[src/rtl/video_pattern_timing_gen.sv]
// Raster timing and test-pattern source: sync/de/x/y/frame_start plus four selectable patterns.
// Define VPTG_CROSSHAIR_EN to add cursor_x/cursor_y ports and a green crosshair overlay.
module video_pattern_timing_gen #(
  parameter int   H_ACTIVE = 1920,
  parameter int   H_FP     = 88,
  parameter int   H_SYNC   = 44,
  parameter int   H_BP     = 148,
  parameter int   V_ACTIVE = 1080,
  parameter int   V_FP     = 4,
  parameter int   V_SYNC   = 5,
  parameter int   V_BP     = 36,
  parameter logic HS_POL   = 1'b0,
  parameter logic VS_POL   = 1'b0,
  parameter int   HW       = 12,
  parameter int   VW       = 11,
  parameter int   CHK_LOG2 = 5
) (
  input  logic          clk,
  input  logic          rst,
  input  logic          en,
  input  logic [1:0]    mode,
  input  logic [23:0]   solid_rgb,
`ifdef VPTG_CROSSHAIR_EN
  input  logic [HW-1:0] cursor_x,
  input  logic [VW-1:0] cursor_y,
`endif
  output logic          hsync,
  output logic          vsync,
  output logic          de,
  output logic [7:0]    red,
  output logic [7:0]    green,
  output logic [7:0]    blue,
  output logic [HW-1:0] x,
  output logic [VW-1:0] y,
  output logic          frame_start
);

  localparam int H_TOTAL = H_ACTIVE + H_FP + H_SYNC + H_BP;
  localparam int V_TOTAL = V_ACTIVE + V_FP + V_SYNC + V_BP;
  localparam int BAR_W   = H_ACTIVE / 8;

  localparam logic [HW-1:0] H_ZERO    = HW'(0);
  localparam logic [HW-1:0] H_ONE     = HW'(1);
  localparam logic [HW-1:0] H_LAST    = HW'(H_TOTAL - 1);
  localparam logic [HW-1:0] H_ACT     = HW'(H_ACTIVE);
  localparam logic [HW-1:0] HS_BEG    = HW'(H_ACTIVE + H_FP);
  localparam logic [HW-1:0] HS_END    = HW'(H_ACTIVE + H_FP + H_SYNC);
  localparam logic [HW-1:0] LPOS_LAST = HW'(H_ACTIVE - 1);
  localparam logic [VW-1:0] V_ZERO    = VW'(0);
  localparam logic [VW-1:0] V_ONE     = VW'(1);
  localparam logic [VW-1:0] V_LAST    = VW'(V_TOTAL - 1);
  localparam logic [VW-1:0] V_ACT     = VW'(V_ACTIVE);
  localparam logic [VW-1:0] VS_BEG    = VW'(V_ACTIVE + V_FP);
  localparam logic [VW-1:0] VS_END    = VW'(V_ACTIVE + V_FP + V_SYNC);

  localparam logic [HW-1:0] B1 = HW'(1 * BAR_W);
  localparam logic [HW-1:0] B2 = HW'(2 * BAR_W);
  localparam logic [HW-1:0] B3 = HW'(3 * BAR_W);
  localparam logic [HW-1:0] B4 = HW'(4 * BAR_W);
  localparam logic [HW-1:0] B5 = HW'(5 * BAR_W);
  localparam logic [HW-1:0] B6 = HW'(6 * BAR_W);
  localparam logic [HW-1:0] B7 = HW'(7 * BAR_W);

  // Bar index by threshold compare; anything at or past 7*BAR_W (incl. remainder) is bar 7.
  function automatic logic [23:0] bar_rgb(input logic [HW-1:0] h);
    logic [23:0] c;
    if (h < B1)      c = 24'hFFFFFF;
    else if (h < B2) c = 24'hFFFF00;
    else if (h < B3) c = 24'h00FFFF;
    else if (h < B4) c = 24'h00FF00;
    else if (h < B5) c = 24'hFF00FF;
    else if (h < B6) c = 24'hFF0000;
    else if (h < B7) c = 24'h0000FF;
    else             c = 24'h000000;
    return c;
  endfunction

  logic [HW-1:0] hcnt;
  logic [VW-1:0] vcnt;
  logic [HW-1:0] lpos;
  logic [1:0]    mode_q;
  logic          h_last;
  logic          v_last;
  logic          origin;
  logic          de_n;
  logic          hs_n;
  logic          vs_n;
  logic [1:0]    mode_eff;
  logic [23:0]   pat;
  logic [23:0]   rgb_n;
`ifdef VPTG_CROSSHAIR_EN
  logic [HW-1:0] cur_x_q;
  logic [VW-1:0] cur_y_q;
  logic [HW-1:0] cur_x_eff;
  logic [VW-1:0] cur_y_eff;
`endif

  // Decode the current counter position into next-cycle output values.
  always_comb begin
    h_last = (hcnt == H_LAST);
    v_last = (vcnt == V_LAST);
    origin = (hcnt == H_ZERO) && (vcnt == V_ZERO);
    de_n   = (hcnt < H_ACT) && (vcnt < V_ACT);
    hs_n   = (hcnt >= HS_BEG) && (hcnt < HS_END);
    vs_n   = (vcnt >= VS_BEG) && (vcnt < VS_END);
    // At the origin the freshly sampled mode applies, so pixel (0,0) already shows the new frame's pattern.
    mode_eff = origin ? mode : mode_q;
    pat      = 24'h000000;
    case (mode_eff)
      2'd0:    pat = solid_rgb;
      2'd1:    pat = bar_rgb(hcnt);
      2'd2:    pat = (hcnt[CHK_LOG2] ^ vcnt[CHK_LOG2]) ? 24'hFFFFFF : 24'h000000;
      2'd3:    pat = (hcnt == lpos) ? 24'hFFFFFF : 24'hFF0000;
      default: pat = 24'h000000;
    endcase
`ifdef VPTG_CROSSHAIR_EN
    cur_x_eff = origin ? cursor_x : cur_x_q;
    cur_y_eff = origin ? cursor_y : cur_y_q;
    if ((hcnt == cur_x_eff) || (vcnt == cur_y_eff)) begin
      rgb_n = 24'h00FF00;
    end else begin
      rgb_n = pat;
    end
`else
    rgb_n = pat;
`endif
  end

  // Raster counters; disabling forces them back to the origin.
  always_ff @(posedge clk or posedge rst) begin
    if (rst) begin
      hcnt <= H_ZERO;
      vcnt <= V_ZERO;
    end else if (!en) begin
      hcnt <= H_ZERO;
      vcnt <= V_ZERO;
    end else if (h_last) begin
      hcnt <= H_ZERO;
      vcnt <= v_last ? V_ZERO : vcnt + V_ONE;
    end else begin
      hcnt <= hcnt + H_ONE;
      vcnt <= vcnt;
    end
  end

  // Moving-line position advances once per completed frame; only rst clears it.
  always_ff @(posedge clk or posedge rst) begin
    if (rst) begin
      lpos <= H_ZERO;
    end else if (en && h_last && v_last) begin
      lpos <= (lpos == LPOS_LAST) ? H_ZERO : lpos + H_ONE;
    end else begin
      lpos <= lpos;
    end
  end

  // Frame-start sampling of the pattern controls.
  always_ff @(posedge clk or posedge rst) begin
    if (rst) begin
      mode_q  <= 2'd0;
`ifdef VPTG_CROSSHAIR_EN
      cur_x_q <= H_ZERO;
      cur_y_q <= V_ZERO;
`endif
    end else if (en && origin) begin
      mode_q  <= mode;
`ifdef VPTG_CROSSHAIR_EN
      cur_x_q <= cursor_x;
      cur_y_q <= cursor_y;
`endif
    end else begin
      mode_q  <= mode_q;
`ifdef VPTG_CROSSHAIR_EN
      cur_x_q <= cur_x_q;
      cur_y_q <= cur_y_q;
`endif
    end
  end

  // Output register stage: one cycle behind the counters.
  always_ff @(posedge clk or posedge rst) begin
    if (rst) begin
      hsync       <= ~HS_POL;
      vsync       <= ~VS_POL;
      de          <= 1'b0;
      red         <= 8'h00;
      green       <= 8'h00;
      blue        <= 8'h00;
      x           <= H_ZERO;
      y           <= V_ZERO;
      frame_start <= 1'b0;
    end else if (!en) begin
      hsync       <= ~HS_POL;
      vsync       <= ~VS_POL;
      de          <= 1'b0;
      red         <= 8'h00;
      green       <= 8'h00;
      blue        <= 8'h00;
      x           <= H_ZERO;
      y           <= V_ZERO;
      frame_start <= 1'b0;
    end else begin
      hsync       <= hs_n ? HS_POL : ~HS_POL;
      vsync       <= vs_n ? VS_POL : ~VS_POL;
      de          <= de_n;
      red         <= de_n ? rgb_n[23:16] : 8'h00;
      green       <= de_n ? rgb_n[15:8]  : 8'h00;
      blue        <= de_n ? rgb_n[7:0]   : 8'h00;
      x           <= de_n ? hcnt : H_ZERO;
      y           <= de_n ? vcnt : V_ZERO;
      frame_start <= origin;
    end
  end

endmodule

[config.mk]
export PLATFORM = sky130hd
export DESIGN_NAME = video_pattern_timing_gen
export DESIGN_NICKNAME = d
export VERILOG_FILES = /design/src/rtl/video_pattern_timing_gen.sv
export SDC_FILE = /design/constraint.sdc
export NUM_CORES = 1
export LEC_CHECK = 0
export BUFFER_PORTS_ARGS = -buffer_cell sky130_fd_sc_hd__buf_2
export CORE_MARGIN = 2
export CORE_UTILIZATION = 40
export DETAILED_ROUTE_END_ITERATION = 7
export PLACE_DENSITY = 0.67
export SLEW_MARGIN = 5
export SYNTH_ARGS = -nofsm -noshare
export SYNTH_HDL_FRONTEND = slang
export SYNTH_SLANG_ARGS = --single-unit
export TNS_END_PERCENT = 50
[constraint.sdc]
create_clock -name clk -period 4.8 [get_ports clk]
set_clock_uncertainty 0.1 [all_clocks]
set_input_delay 0.48 -clock clk [delete_from_list [all_inputs] [get_ports clk]]
set_output_delay 0.48 -clock clk [all_outputs]
set_load 0.01 [all_outputs]
==> summary.md <==
| Metric | Value |
|---|---|
| CTS buffer count | `9` |
| DR pass1 iterations | `5` |
| GRT overflow | `0` |
| First-pass GRT wire length | `14600 microns` |
| Hold Crit Class | `in -> async` |
| Worst Setup End Kind | `flop` |
| R2R setup slack | `2.01 ns` |
| Synth cell types | `56` |
| EDFF count, synth | `0` |
| Final instance area | `0.004796 sq mm` |
| Share of layout cells above drive strength 1 | `25.16%` |
| # hold bufs at CTS | `0` |
| Core area | `0.009864 sq mm` |
| Slowest stage delay, CP | `0.79 ns` |
| All-Layer GR Usage | `16.47%` |
| Max frequency | `358.5 MHz` |
| CP Launch Type | `flop` |
| Fraction of registers with async set or reset after synthesis | `100.0%` |
| Worst Setup Slack, final | `2.011 ns` |
| # DRC | `0` |
| Drt total wl | `8831 microns` |
| Antenna viol nets, final | `0` |
| Wire per inst | `14.87 microns` |
| Worst reg2reg path endpoint | `green[2]` |
| Die X | `105.3 microns` |
| Setup TNS | `0 ns` |
| GPL Wtd Cong | `0.8434` |
| Detailed Place HPWL | `6269 microns` |
| Yosys warns | `0` |
| Root Driver | `clkbuf_8` |
| Depth of the CTS H-tree | `3` |
| Vias in the first global route | `2917` |
| Largest net degree at the start of global routing | `52` |
| Outcome | `complete, no violations` |
| VDD IR max | `0.1541 mV` |
| Final Setup Violations | `0` |
| Max Slew Vio Count | `0` |
| CTS max path bufs | `2` |
| FP Rows | `36` |
| Post-CTS Setup Bufs | `0` |
| Diodes inserted | `0` |
| Part of the cycle the worst path needs | `58.11%` |
| Mean post-synth cell area | `10.67 sq um` |
| Dpl cell area | `0.004591 sq mm` |
| Starting DRC count in detailed routing | `202` |
| Cells after Synth | `385` |
| Setup CP Type | `reg -> reg` |
| Power Total | `0.001552 W` |
| Via count | `3090` |
| # fillers | `914` |
| Rel. slew slack | `28.48%` |
| Later-pin clock latency in the skew report | `0.36 ns` |
| CP cell instances | `nor4_4, nand3_2, nor3_4, nor3_1, a21oi_2, o21a_1` |
| Die Footprint | `0.01109 sq mm` |
| Worst slew pin tran | `1.073 ns` |
| Final Hold Vio Count | `0` |
| Syn nets | `419` |
| Slowest CP cell | `a21oi_2` |
| Max cap viols | `0` |
| Area Growth Syn to Fin | `16.79%` |
| Reg2Reg Depth | `6` |
| Pwr dens | `323.5 mW/mm^2` |
| Util after Layout | `48.62%` |
| Chip height | `105.3 microns` |
| Req. time, crit path | `4.99 ns` |
| Clock Sinks | `88` |
| FF+latch count, synth | `88` |
| Post-synth top flop | `dfrtp_1` |
| Sequential-to-total area share from yosys stat | `53.69%` |
| Initial Utilization | `41.63%` |
| Mapped Area | `0.004106 sq mm` |
| Final nets | `490` |
| RSZ-0062 raised after global routing | `false` |
| Initial antenna violation count | `0` |
| Post-cts sizing count | `0` |
| Crit-path max FO | `24` |
| Via/cell ratio | `5.202` |
| Dpl ws | `2.039 ns` |
| Reg clk slew, reported paths | `0.09 ns` |
| FF-to-FF Start | `hcnt[9]` |
| TritonCTS clock tree | `yes` |
| IO Pins | `80` |
| Post-layout min period | `2.789 ns` |
| Arr. time, crit path | `2.98 ns` |
| I/O Buffers | `79` |
| Cell leakage power | `2.362 nW` |
==> per-stage QoR <==
| stage | hold slack (ns) | std cells |
|---|---|---|
| after CTS | 0.1595 | 594 |
| after global routing | 0.2143 | 594 |
| after global placement | 0.4062 | 578 |
| after detailed placement | 0.4136 | 578 |
| final | 0.1439 | 594 |
| after floorplan | 0.3724 | 385 |
==> synthesized netlist by cell type, types with 2 or more instances <==
cell      number  area, sq um
nor4_2         4        50.05
nand2b_1       5        31.28
nor4_1         3        18.77
o31ai_1        4        30.03
nand3_1       16        80.08
a41oi_1        2        17.52
dfstp_2        2        52.55
buf_2          6        30.03
ha_1           5        62.56
nor2_1        25        93.84
and3_1         9        56.30
o21ai_0        8        40.04
a21oi_1        3        15.01
mux2i_1        2        20.02
o21ai_1       12        60.06
xor2_1        24        210.2
a211oi_1       2        15.01
inv_1         13        48.80
or3_1          5        31.28
nand4_1        6        37.54
a21o_1         2        15.01
and4_1         3        26.28
clkbuf_1      13        48.80
o21a_1        25        187.7
xnor2_1        9        78.83
and2_1        24        150.1
nor2b_1        2        12.51
or4_4          2        22.52
nand2_1       30        112.6
dfrtp_1       86         2152
nor3_1         8        40.04
==> cells in the final DEF, fill, tap and decap left out, drive strengths merged, types with 3 or more instances in the layout <==
cell    synthesis  routed
dfrtp          86      86
buf             7      80
nand2          30      30
nor2           25      25
o21a           25      25
and2           25      25
xor2           24      24
o21ai          20      20
nand3          17      17
inv            13      13
clkbuf         13      10
and3            9       9
xnor2           9       9
nor3            9       9
nor4            8       8
nand4           7       7
or3             5       5
nand2b          5       5
ha              5       5
o31ai           5       5
a21oi           4       4
and4            3       3
or4             3       3
clkinv          0       3
==> per-layer routing <==
layer | wire [microns] | vias to the layer above | GRT usage (%) | part of all wire (%)
met3 | 479 | 11 | 3.463 | 5.4
li1 | - | 1471 | - | -
met2 | 4089 | 103 | 25.53 | 46
met1 | 4153 | 1505 | 23.02 | 47
met5 | 0 | - | 0 | 0
met4 | 108 | 0 | 5.524 | 1.2
==> worst max path at each step <==
stage | to | cells past startpoint | startpoint | slack [ns]
3_3_place_gp | blue[3] | 6 | hcnt[9] | 2.16
5_1_grt | blue[3] | 6 | hcnt[9] | 1.80
3_5_place_dp | green[2] | 6 | hcnt[9] | 2.04
6_report | green[2] | 6 | hcnt[9] | 2.01
2_1_floorplan | blue[0] | 1 | rst | 1.94
4_1_cts | green[2] | 6 | hcnt[9] | 2.02
==> report_power, final <==
| part | switching [W] | internal, W | leakage [nW] |
|---|---|---|---|
| combinational | 0.000124 | 0.0000893 | 1.09 |
| sequential | 0.0000213 | 0.000791 | 1.17 |
| clock | 0.000270 | 0.000257 | 0.0989 |
==> state kept, by name, indices dropped and copies added, names as in the netlist <==
register / count
blue: 8
vcnt: 11
frame_start: 1
green: 8
lpos: 12
vsync: 1
y: 11
x: 12
mode_q: 2
hcnt: 12
hsync: 1
red: 8
de: 1
==> critical path, delay by kind of cell, from the launching register on <==
kind | cells | cell delay [ns]
and+or+nand+nor | 4 | 1.11
DFF | 1 | 0.54
AOI/OAI and AO/OA | 2 | 0.98
==> cell families (layout without fill, tap and decap cells) <==
group	count (synthesis)	count (layout)	synth area share [%]
adders and majority gates	5	5	1.523
and+or+nand+nor	150	150	20.69
DFF	88	88	53.69
AOI/OAI and AO/OA	72	72	12.92
buffers and inverters	33	109	3.291
other	1	1	0.09132
xor gates and xnor gates	33	33	7.038
muxes	3	3	0.7617
==> final cells by class <==
type	count	area [sq um]	share of cell area, %
Clock inverter	6	67.56	1.409
Clock buffer	10	137.6	2.870
Timing Repair Buffer	80	402.9	8.401
Inverter	13	50.05	1.044
Tap cell	133	166.4	3.470
Sequential cell	88	2205	45.97
Multi-Input combinational cell	264	1767	36.84
(Power assumes the default switching activity.)
